===== config.mk =====
export PLATFORM = sky130hd
export DESIGN_NAME = turf_event_readout_sched
export DESIGN_NICKNAME = d
export VERILOG_FILES = /design/src/rtl/turf_event_readout_sched.sv
export SDC_FILE = /design/constraint.sdc
export NUM_CORES = 1
export LEC_CHECK = 0
export CORE_AREA = 4 4 181 183
export CTS_BUF_LIST = sky130_fd_sc_hd__clkbuf_4 sky130_fd_sc_hd__clkbuf_8 sky130_fd_sc_hd__clkbuf_16
export DETAILED_ROUTE_END_ITERATION = 10
export DIE_AREA = 0 0 185 187
export HOLD_SLACK_MARGIN = 0.15
export PLACE_DENSITY = 0.59
export SYNTH_ARGS = -nofsm -noshare
export SYNTH_HDL_FRONTEND = slang
export SYNTH_SLANG_ARGS = --single-unit

===== constraint.sdc =====
create_clock -name memclk -period 2.1 [get_ports memclk]
set_input_delay 0.63 -clock memclk [delete_from_list [all_inputs] [get_ports memclk]]
set_output_delay 0.63 -clock memclk [all_outputs]
set_load 0.02 [all_outputs]

===== src/rtl/turf_event_readout_sched.sv =====
// turf_event_readout_sched
// Assembles one readout event per trigger: HDR_QWORDS header qwords from the
// header stream, followed by TIO_QWORDS qwords from each unmasked TURFIO
// source in ascending index order. Routing is combinational, so it adds no
// latency. The FSM only decides which stream currently owns m_ev.
//
// Optional feature: define READOUT_STATS_EN to build the event and stall
// counters. Without it, ev_count_o and stall_count_o are tied to zero.
//
// state    | meaning
// ---------+-----------------------------------------------------------
// IDLE     | waiting for enable_i && s_thdr_tvalid; the mask is latched here
// HEADER   | header stream routed to m_ev
// TIO_SEL  | one bubble cycle that picks the next unmasked source, if any
// TIO_DATA | selected TURFIO source routed to m_ev
// DONE     | one cycle; event_done_o pulses

module turf_event_readout_sched #(
    parameter int NUM_TIO    = 4,
    parameter int HDR_QWORDS = 16,
    parameter int TIO_QWORDS = 64
) (
    input  logic                  memclk,
    input  logic                  memresetn,
    input  logic                  enable_i,
    input  logic [NUM_TIO-1:0]    tio_mask_i,
    input  logic [63:0]           s_thdr_tdata,
    input  logic                  s_thdr_tvalid,
    output logic                  s_thdr_tready,
    input  logic [64*NUM_TIO-1:0] s_tio_tdata,
    input  logic [NUM_TIO-1:0]    s_tio_tvalid,
    output logic [NUM_TIO-1:0]    s_tio_tready,
    output logic [63:0]           m_ev_tdata,
    output logic                  m_ev_tvalid,
    input  logic                  m_ev_tready,
    output logic                  m_ev_tlast,
    output logic                  event_done_o,
    output logic                  busy_o,
    output logic [31:0]           ev_count_o,
    output logic [31:0]           stall_count_o
);

    localparam int MAXQ  = (HDR_QWORDS > TIO_QWORDS) ? HDR_QWORDS : TIO_QWORDS;
    localparam int CNT_W = $clog2(MAXQ + 1);
    // The index must be able to hold NUM_TIO, which means "no sources left to search".
    localparam int IDX_W = $clog2(NUM_TIO + 1);
    localparam logic [CNT_W-1:0] HDR_LAST = CNT_W'(HDR_QWORDS - 1);
    localparam logic [CNT_W-1:0] TIO_LAST = CNT_W'(TIO_QWORDS - 1);

    typedef enum logic [2:0] {
        ST_IDLE,
        ST_HEADER,
        ST_TIO_SEL,
        ST_TIO_DATA,
        ST_DONE
    } state_t;

    state_t             state_q, state_d;
    logic [CNT_W-1:0]   qcnt_q, qcnt_d;
    logic [IDX_W-1:0]   sel_q, sel_d;
    logic [IDX_W-1:0]   next_idx_q, next_idx_d;
    logic [NUM_TIO-1:0] mask_q, mask_d;
    logic               busy_q, busy_d;
    logic               done_q, done_d;

    logic [63:0]        sel_tdata;
    logic               sel_tvalid;
    logic               last_src;
    logic               found;
    logic [IDX_W-1:0]   found_idx;
    logic               xfer;

    // Stream routing: the owner of m_ev is chosen purely by the current state.
    always_comb begin
        sel_tdata     = '0;
        sel_tvalid    = 1'b0;
        last_src      = 1'b1;
        m_ev_tdata    = '0;
        m_ev_tvalid   = 1'b0;
        m_ev_tlast    = 1'b0;
        s_thdr_tready = 1'b0;
        s_tio_tready  = '0;
        for (int i = 0; i < NUM_TIO; i++) begin
            if (sel_q == IDX_W'(i)) begin
                sel_tdata  = s_tio_tdata[64*i +: 64];
                sel_tvalid = s_tio_tvalid[i];
            end
            if ((IDX_W'(i) > sel_q) && !mask_q[i]) begin
                last_src = 1'b0;
            end
        end
        case (state_q)
            ST_HEADER: begin
                m_ev_tdata    = s_thdr_tdata;
                m_ev_tvalid   = s_thdr_tvalid;
                s_thdr_tready = m_ev_tready;
                m_ev_tlast    = (qcnt_q == HDR_LAST) && (&mask_q);
            end
            ST_TIO_DATA: begin
                m_ev_tdata  = sel_tdata;
                m_ev_tvalid = sel_tvalid;
                m_ev_tlast  = (qcnt_q == TIO_LAST) && last_src;
                for (int i = 0; i < NUM_TIO; i++) begin
                    s_tio_tready[i] = (sel_q == IDX_W'(i)) && m_ev_tready;
                end
            end
            default: begin
            end
        endcase
    end

    assign xfer = m_ev_tvalid && m_ev_tready;

    // Next-state, counter and source-selection logic.
    always_comb begin
        state_d    = state_q;
        qcnt_d     = qcnt_q;
        sel_d      = sel_q;
        next_idx_d = next_idx_q;
        mask_d     = mask_q;
        found      = 1'b0;
        found_idx  = '0;
        // Scan downwards so that the lowest eligible index is the one kept.
        for (int i = NUM_TIO - 1; i >= 0; i--) begin
            if ((IDX_W'(i) >= next_idx_q) && !mask_q[i]) begin
                found     = 1'b1;
                found_idx = IDX_W'(i);
            end
        end
        case (state_q)
            ST_IDLE: begin
                if (enable_i && s_thdr_tvalid) begin
                    state_d    = ST_HEADER;
                    mask_d     = tio_mask_i;
                    qcnt_d     = '0;
                    sel_d      = '0;
                    next_idx_d = '0;
                end
            end
            ST_HEADER: begin
                if (xfer) begin
                    if (qcnt_q == HDR_LAST) begin
                        qcnt_d  = '0;
                        state_d = ST_TIO_SEL;
                    end else begin
                        qcnt_d = qcnt_q + CNT_W'(1);
                    end
                end
            end
            ST_TIO_SEL: begin
                if (found) begin
                    sel_d      = found_idx;
                    next_idx_d = found_idx + IDX_W'(1);
                    qcnt_d     = '0;
                    state_d    = ST_TIO_DATA;
                end else begin
                    state_d = ST_DONE;
                end
            end
            ST_TIO_DATA: begin
                if (xfer) begin
                    if (qcnt_q == TIO_LAST) begin
                        qcnt_d  = '0;
                        state_d = ST_TIO_SEL;
                    end else begin
                        qcnt_d = qcnt_q + CNT_W'(1);
                    end
                end
            end
            ST_DONE: begin
                state_d = ST_IDLE;
            end
            default: begin
                state_d = ST_IDLE;
            end
        endcase
        busy_d = (state_d != ST_IDLE);
        done_d = (state_d == ST_DONE);
    end

    // FSM register, including the registered status outputs.
    always_ff @(posedge memclk or negedge memresetn) begin
        if (!memresetn) begin
            state_q    <= ST_IDLE;
            qcnt_q     <= '0;
            sel_q      <= '0;
            next_idx_q <= '0;
            mask_q     <= '0;
            busy_q     <= 1'b0;
            done_q     <= 1'b0;
        end else begin
            state_q    <= state_d;
            qcnt_q     <= qcnt_d;
            sel_q      <= sel_d;
            next_idx_q <= next_idx_d;
            mask_q     <= mask_d;
            busy_q     <= busy_d;
            done_q     <= done_d;
        end
    end

    assign busy_o       = busy_q;
    assign event_done_o = done_q;

`ifdef READOUT_STATS_EN
    logic [31:0] ev_count_q, ev_count_d;
    logic [31:0] stall_count_q, stall_count_d;

    // The event count wraps naturally; the stall count sticks at all-ones.
    always_comb begin
        ev_count_d    = ev_count_q;
        stall_count_d = stall_count_q;
        if (state_q == ST_DONE) begin
            ev_count_d = ev_count_q + 32'd1;
        end
        if ((state_q != ST_IDLE) && m_ev_tvalid && !m_ev_tready &&
            (stall_count_q != 32'hFFFF_FFFF)) begin
            stall_count_d = stall_count_q + 32'd1;
        end
    end

    // Statistics registers.
    always_ff @(posedge memclk or negedge memresetn) begin
        if (!memresetn) begin
            ev_count_q    <= '0;
            stall_count_q <= '0;
        end else begin
            ev_count_q    <= ev_count_d;
            stall_count_q <= stall_count_d;
        end
    end

    assign ev_count_o    = ev_count_q;
    assign stall_count_o = stall_count_q;
`else
    assign ev_count_o    = '0;
    assign stall_count_o = '0;
`endif

endmodule

---- Word level (Yosys, flattened, before mapping) ----
Cells that the tools add are included.
storage, ports and cells
  bits of input ports ..................... 333
  bits in registers ....................... 22
  word-level logic and storage cells ...... 103
cells by class
  reductions and logical operators ........ 29
  muxes and demuxes ....................... 44
  $add $sub $neg .......................... 2
  order comparisons ....................... 8
  equal/unequal tests ..................... 13
operators with widths
  cell                 number
  $mux 64              4
  $pmux 64 s2          1
  $mux 7               6
  $mux 3               12
  $pmux 7 s4           1
  $logic_and 1x1->1    16
  $mux 1               13
  $eq 3x2->1 const B   4
  $pmux 3 s2           2
  $pmux 3 s4           1
  $ne 2x2->1 const B   4
  $add 7x1->7 const B  1
  $eq 7x4->1 const B   1
  $eq 7x6->1 const B   1
  $eq 3x1->1 const B   2
  $ge 1x3->1 const A   2
  $ge 2x3->1 const A   2
  $gt 1x3->1 const A   2
  $gt 2x3->1 const A   2
  $logic_not 3->1      2
  $reduce_and 5->1     1
  $logic_not 1->1      4
  $mux 4               1
  $pmux 1 s2           2
  9 further kinds      9

---- Logic depth before layout (Yosys ltp) ----
  depth in word-level cells ............... 10
  gate-level depth with buffers ........... 7

---- Worst setup path after synthesis ----
OpenSTA, ideal clock, no wires.
  path kind ............................... flip-flop to output port
  from .................................... register sel_q[0]
  to ...................................... output port m_ev_tlast
  required time ........................... 1.470 ns
  path slack .............................. -0.199 ns
  data arrival time ....................... 1.669 ns
  stages on the path, launching flop included .. 7
  path through ............................ dfrtp_1 buf_4 buf_2 inv_1 a2111oi_0 a21oi_1 nor3_1
on the way
  cells in the longest elaborated chain, start to end .. 8
  elaborated cells on any way between the ends .. 14
  classes of those cells .................. 4 x order compare; 5 x mux; 5 x reduce/logical
RTL lines
  element                 RTL line  text
  from (decl)             60        logic [IDX_W-1:0] sel_q, sel_d;
  from (signal assigned)  194       sel_q <= sel_d;
  $gt 1x3->1              88        if ((IDX_W'(i) > sel_q) && !mask_q[i]) begin
  $logic_and 1x1->1       88
  $mux 1 (3 in series)    88
  $mux 1 *                88
  $logic_and 1x1->1 *     102       m_ev_tlast = (qcnt_q == TIO_LAST) && last_src;
  $pmux 1 s2 *            92        case (state_q)
  to (decl)               36        output logic m_ev_tlast,
Every way passes the cells marked *; elsewhere a longest branch is shown, timed or not.

---- Worst setup path in the final report ----
  from .................................... register sel_q[0]
  to ...................................... output port m_ev_tdata[42]
on the way
  cells in the longest elaborated chain, start to end .. 6
  elaborated cells on any way between the ends .. 9
  classes of those cells .................. 3 x eq/ne; 5 x mux; 1 x reduce/logical
RTL lines
  element                RTL line  text
  $logic_not 3->1        84        if (sel_q == IDX_W'(i)) begin
  $mux 64 (3 in series)  84
  $mux 64 *              84
  $pmux 64 s2 *          92
  to (decl)              33        output logic [63:0] m_ev_tdata,
Marks and branches as above.

==> run metrics <==
worst-path cell chain=buf_12 -> buf_12 -> buf_8 -> mux4_2 -> mux2i_2 -> nor2_1 -> buf_2; fin. max-slew vios=0; clk buf depth=2; RSZ-0062 raised after global routing=true; CTS Root Cell=clkbuf_16; detailed-route DRC error count=0; Total Routed Length=23.5 mm; share of total power in the clock network=0.049; CTS tree=yes; Final Hold Violating Endpoints=0; total number of vias=5,118; total track usage=0.123; status=finished with violations; post-synthesis register bit count=21; full die area=34,600 sq um; Crit path largest cell delay=0.50 ns; failing checks=negative setup slack; Worst Path Buf+Inv=4; Logic pwr share=0.860; Yosys warning count=0; first-iteration detailed-routing DRC count=190; relative slew slack=0.593; Top FF cell, synth=dfrtp_1; Worst setup EP type=output port; routed vias/inst=4.01; pin count of the biggest net entering global routing=41; Layout area overhead=119%; Mapped Avg Cell Area=9.89 sq um; max-cap viol count=0; largest family of logic cells by synthesized area=multiplexers; CP Max Fanout=5; CTS Hold Bufs=0; Final Setup Violations=75; complex-gate fraction of the synthesized area=0.0528; Pwr Density=909 nW/um^2; Max Freq=370 MHz; Post-Synth Adder-Cell Area=0.00597; layout cell share with drive strength beyond 1=0.277; DRT Pass-1 Iters=4; remaining global-route overflow=0; CP dominant cell by count=buf_12; Final GP Congestion=0.898; number of flops mapped to enable cells by yosys=0; Post-Synth XOR/XNOR Area=0; Port Buf Inserts=405; cell area after layout=9190 sq um; Final ANT Viol Nets=0; critical path startpoint category=register; sequential share of power=0.091; initial antenna violation count=4; critical path's slowest cell=mux4_2; Clock Latency Late Sink=0.26 ns; leak pwr=3.70 nW; CP Data Required Time=1.47 ns; Layout Nets=1,209; Syn Inst Count=424; clock buffer count from CTS=3; internal power=4.73 mW; switching part of the total=0.434; clock skew=0.00189 ns; measured slew at the worst slew-check pin=0.610 ns; crit path kind=reg -> out; vias in the first global route=5,446; H-tree level count=1; FFs w/ async S/R, synth=1.00; minimum clock period=2.70 ns; Die W=185 um; DP Cell Count=1,249; Peak VDD IR=708 uV; worst hold slack=0.574 ns; Final Non-Filler Cells=1,277; routed len/inst=18.4 um; final setup TNS=-31.22 ns; post-place instance area=8870 sq um; cell family with most CP delay=multiplexers; Pwr Total=8.35 mW; Mapped Area=4190 sq um; CTS Sinks=21; first-pass GRT wire length=33.0 mm; Core Area=31,200 sq um; switching power=3.63 mW; worst hold-check path type=reg -> reg; I/O pin cnt=470; initial core utilization=0.134; register area share after synthesis=0.125; multiplexer share of the synthesized area=0.515; Clock Pin Slew Worst Setup and Hold Paths=0.06 ns; slack of the critical path=-0.599 ns; Site Rows=65; Final Cycle Share=1.29; Simple-Gate Fraction of Synth Area=0.138; Arr. time, crit path=2.07 ns; HPWL after detailed placement=19.6 mm; count of cell types in the netlist=37; Chip Height=187 um
[routing by layer]
| layer | global-route usage | vias to the layer above | routed length (um) |
|---|---|---|---|
| li1 | - | 2368 | - |
| met1 | 0.150 | 2431 | 8640 |
| met2 | 0.226 | 287 | 12300 |
| met3 | 0.0257 | 28 | 2180 |
| met4 | 0.0169 | 4 | 350 |
| met5 | 0 | - | 26 |
[layout by cell type (no fill, tap or decap), types with 11 or more instances in the layout]
cell and instances:
o21ai_0 11, buf_6 23, buf_2 32, buf_4 74
conb_1 64, dlymetal6s2s_1 13, dfrtp_1 18, mux4_2 64
clkdlybuf4s50_1 304, buf_12 13, dlygate4sd2_1 17, nor2_1 69
mux2i_1 62
[worst reg2reg max path: cells and delay by family, from the launching register on]
kind	cells	cell delay [ns]
AO/OA/AOI/OAI	4	0.81
buffers and inverters	4	0.58
flip-flops	1	0.53
multiplexers	1	0.18
[power groups by stage]
| stage | clock, mW | combinational (mW) | sequential, mW |
|---|---|---|---|
| global placement | 0 | 6.66 | 0.745 |
| detailed placement | 0 | 6.69 | 0.752 |
| floorplan | 0 | 3.76 | 0.715 |
| CTS | 0.418 | 7.12 | 0.760 |
| global route | 0.438 | 7.72 | 0.793 |
| finish | 0.406 | 7.19 | 0.760 |
[area by class of cell]
cell class | count | area [sq um]
tap | 402 | 503
timing repair buffer | 482 | 4690
inverter | 8 | 35.0
clock inverter | 1 | 5.00
multi-input combinational | 358 | 3340
sequential | 21 | 537
antenna | 2 | 5.00
fill | 3288 | 22000
clock buffer | 3 | 75.1
[logic make-up after synthesis]
logic type,after synthesis
other cells,1
simple gates,126
compound gates,31
flops,21
buf+inv,108
fa+ha+maj,2
mux,135
[through the flow]
stage | utilization | setup WS (ns)
finish | 0.294 | -0.599
global route | 0.294 | -0.671
CTS | 0.289 | -0.670
detailed placement | 0.284 | -1.02
global placement | 0.284 | -1.06
floorplan | - | -0.0517
[state kept, by name, summed over array words and instances, names as in the netlist]
signal	flops
next_idx_q	3
sel_q	2
mask_q	4
qcnt_q	7
busy_o	1
event_done_o	1
state_q	3
[synth_stat cells (all sizes together) (6+ instances only)]
master	n	area share
and3	6	0.0090
mux2i	67	0.16
o21ai	12	0.014
dfrtp	21	0.13
inv	8	0.0072
mux4	64	0.34
nand2	9	0.0081
buf	83	0.14
nand3	10	0.012
nor3	10	0.012
nor2	72	0.066
clkbuf	17	0.015
[path summary, 6_finish.rpt]
check | slack [ns] | from | cells past startpoint | endpoint
max | -0.60 | sel_q[0]$_DFFE_PN0P_ | 7 | m_ev_tdata[42]
min | 0.57 | next_idx_q[0]$_DFFE_PN0P_ | 2 | next_idx_q[0]$_DFFE_PN0P_
max reg2reg | -0.11 | sel_q[0]$_DFFE_PN0P_ | 9 | qcnt_q[2]$_DFFE_PN0P_
min reg2reg | 0.57 | next_idx_q[0]$_DFFE_PN0P_ | 2 | next_idx_q[0]$_DFFE_PN0P_
max in group asynchronous | 1.13 | memresetn | 2 | sel_q[1]$_DFFE_PN0P_
min in group asynchronous | 0.72 | memresetn | 2 | qcnt_q[4]$_DFFE_PN0P_
[what timing repair did]
| action | in CTS | in global routing |
|---|---|---|
| buffers inserted | 18 | 4 |
| gates resized for setup | 355 | 56 |
| cloned | 3 | 0 |
| endpoints found under the setup margin | 78 | 78 |
| pin swaps | 8 | 3 |
Note: power is estimated with default switching activity, not from simulation.
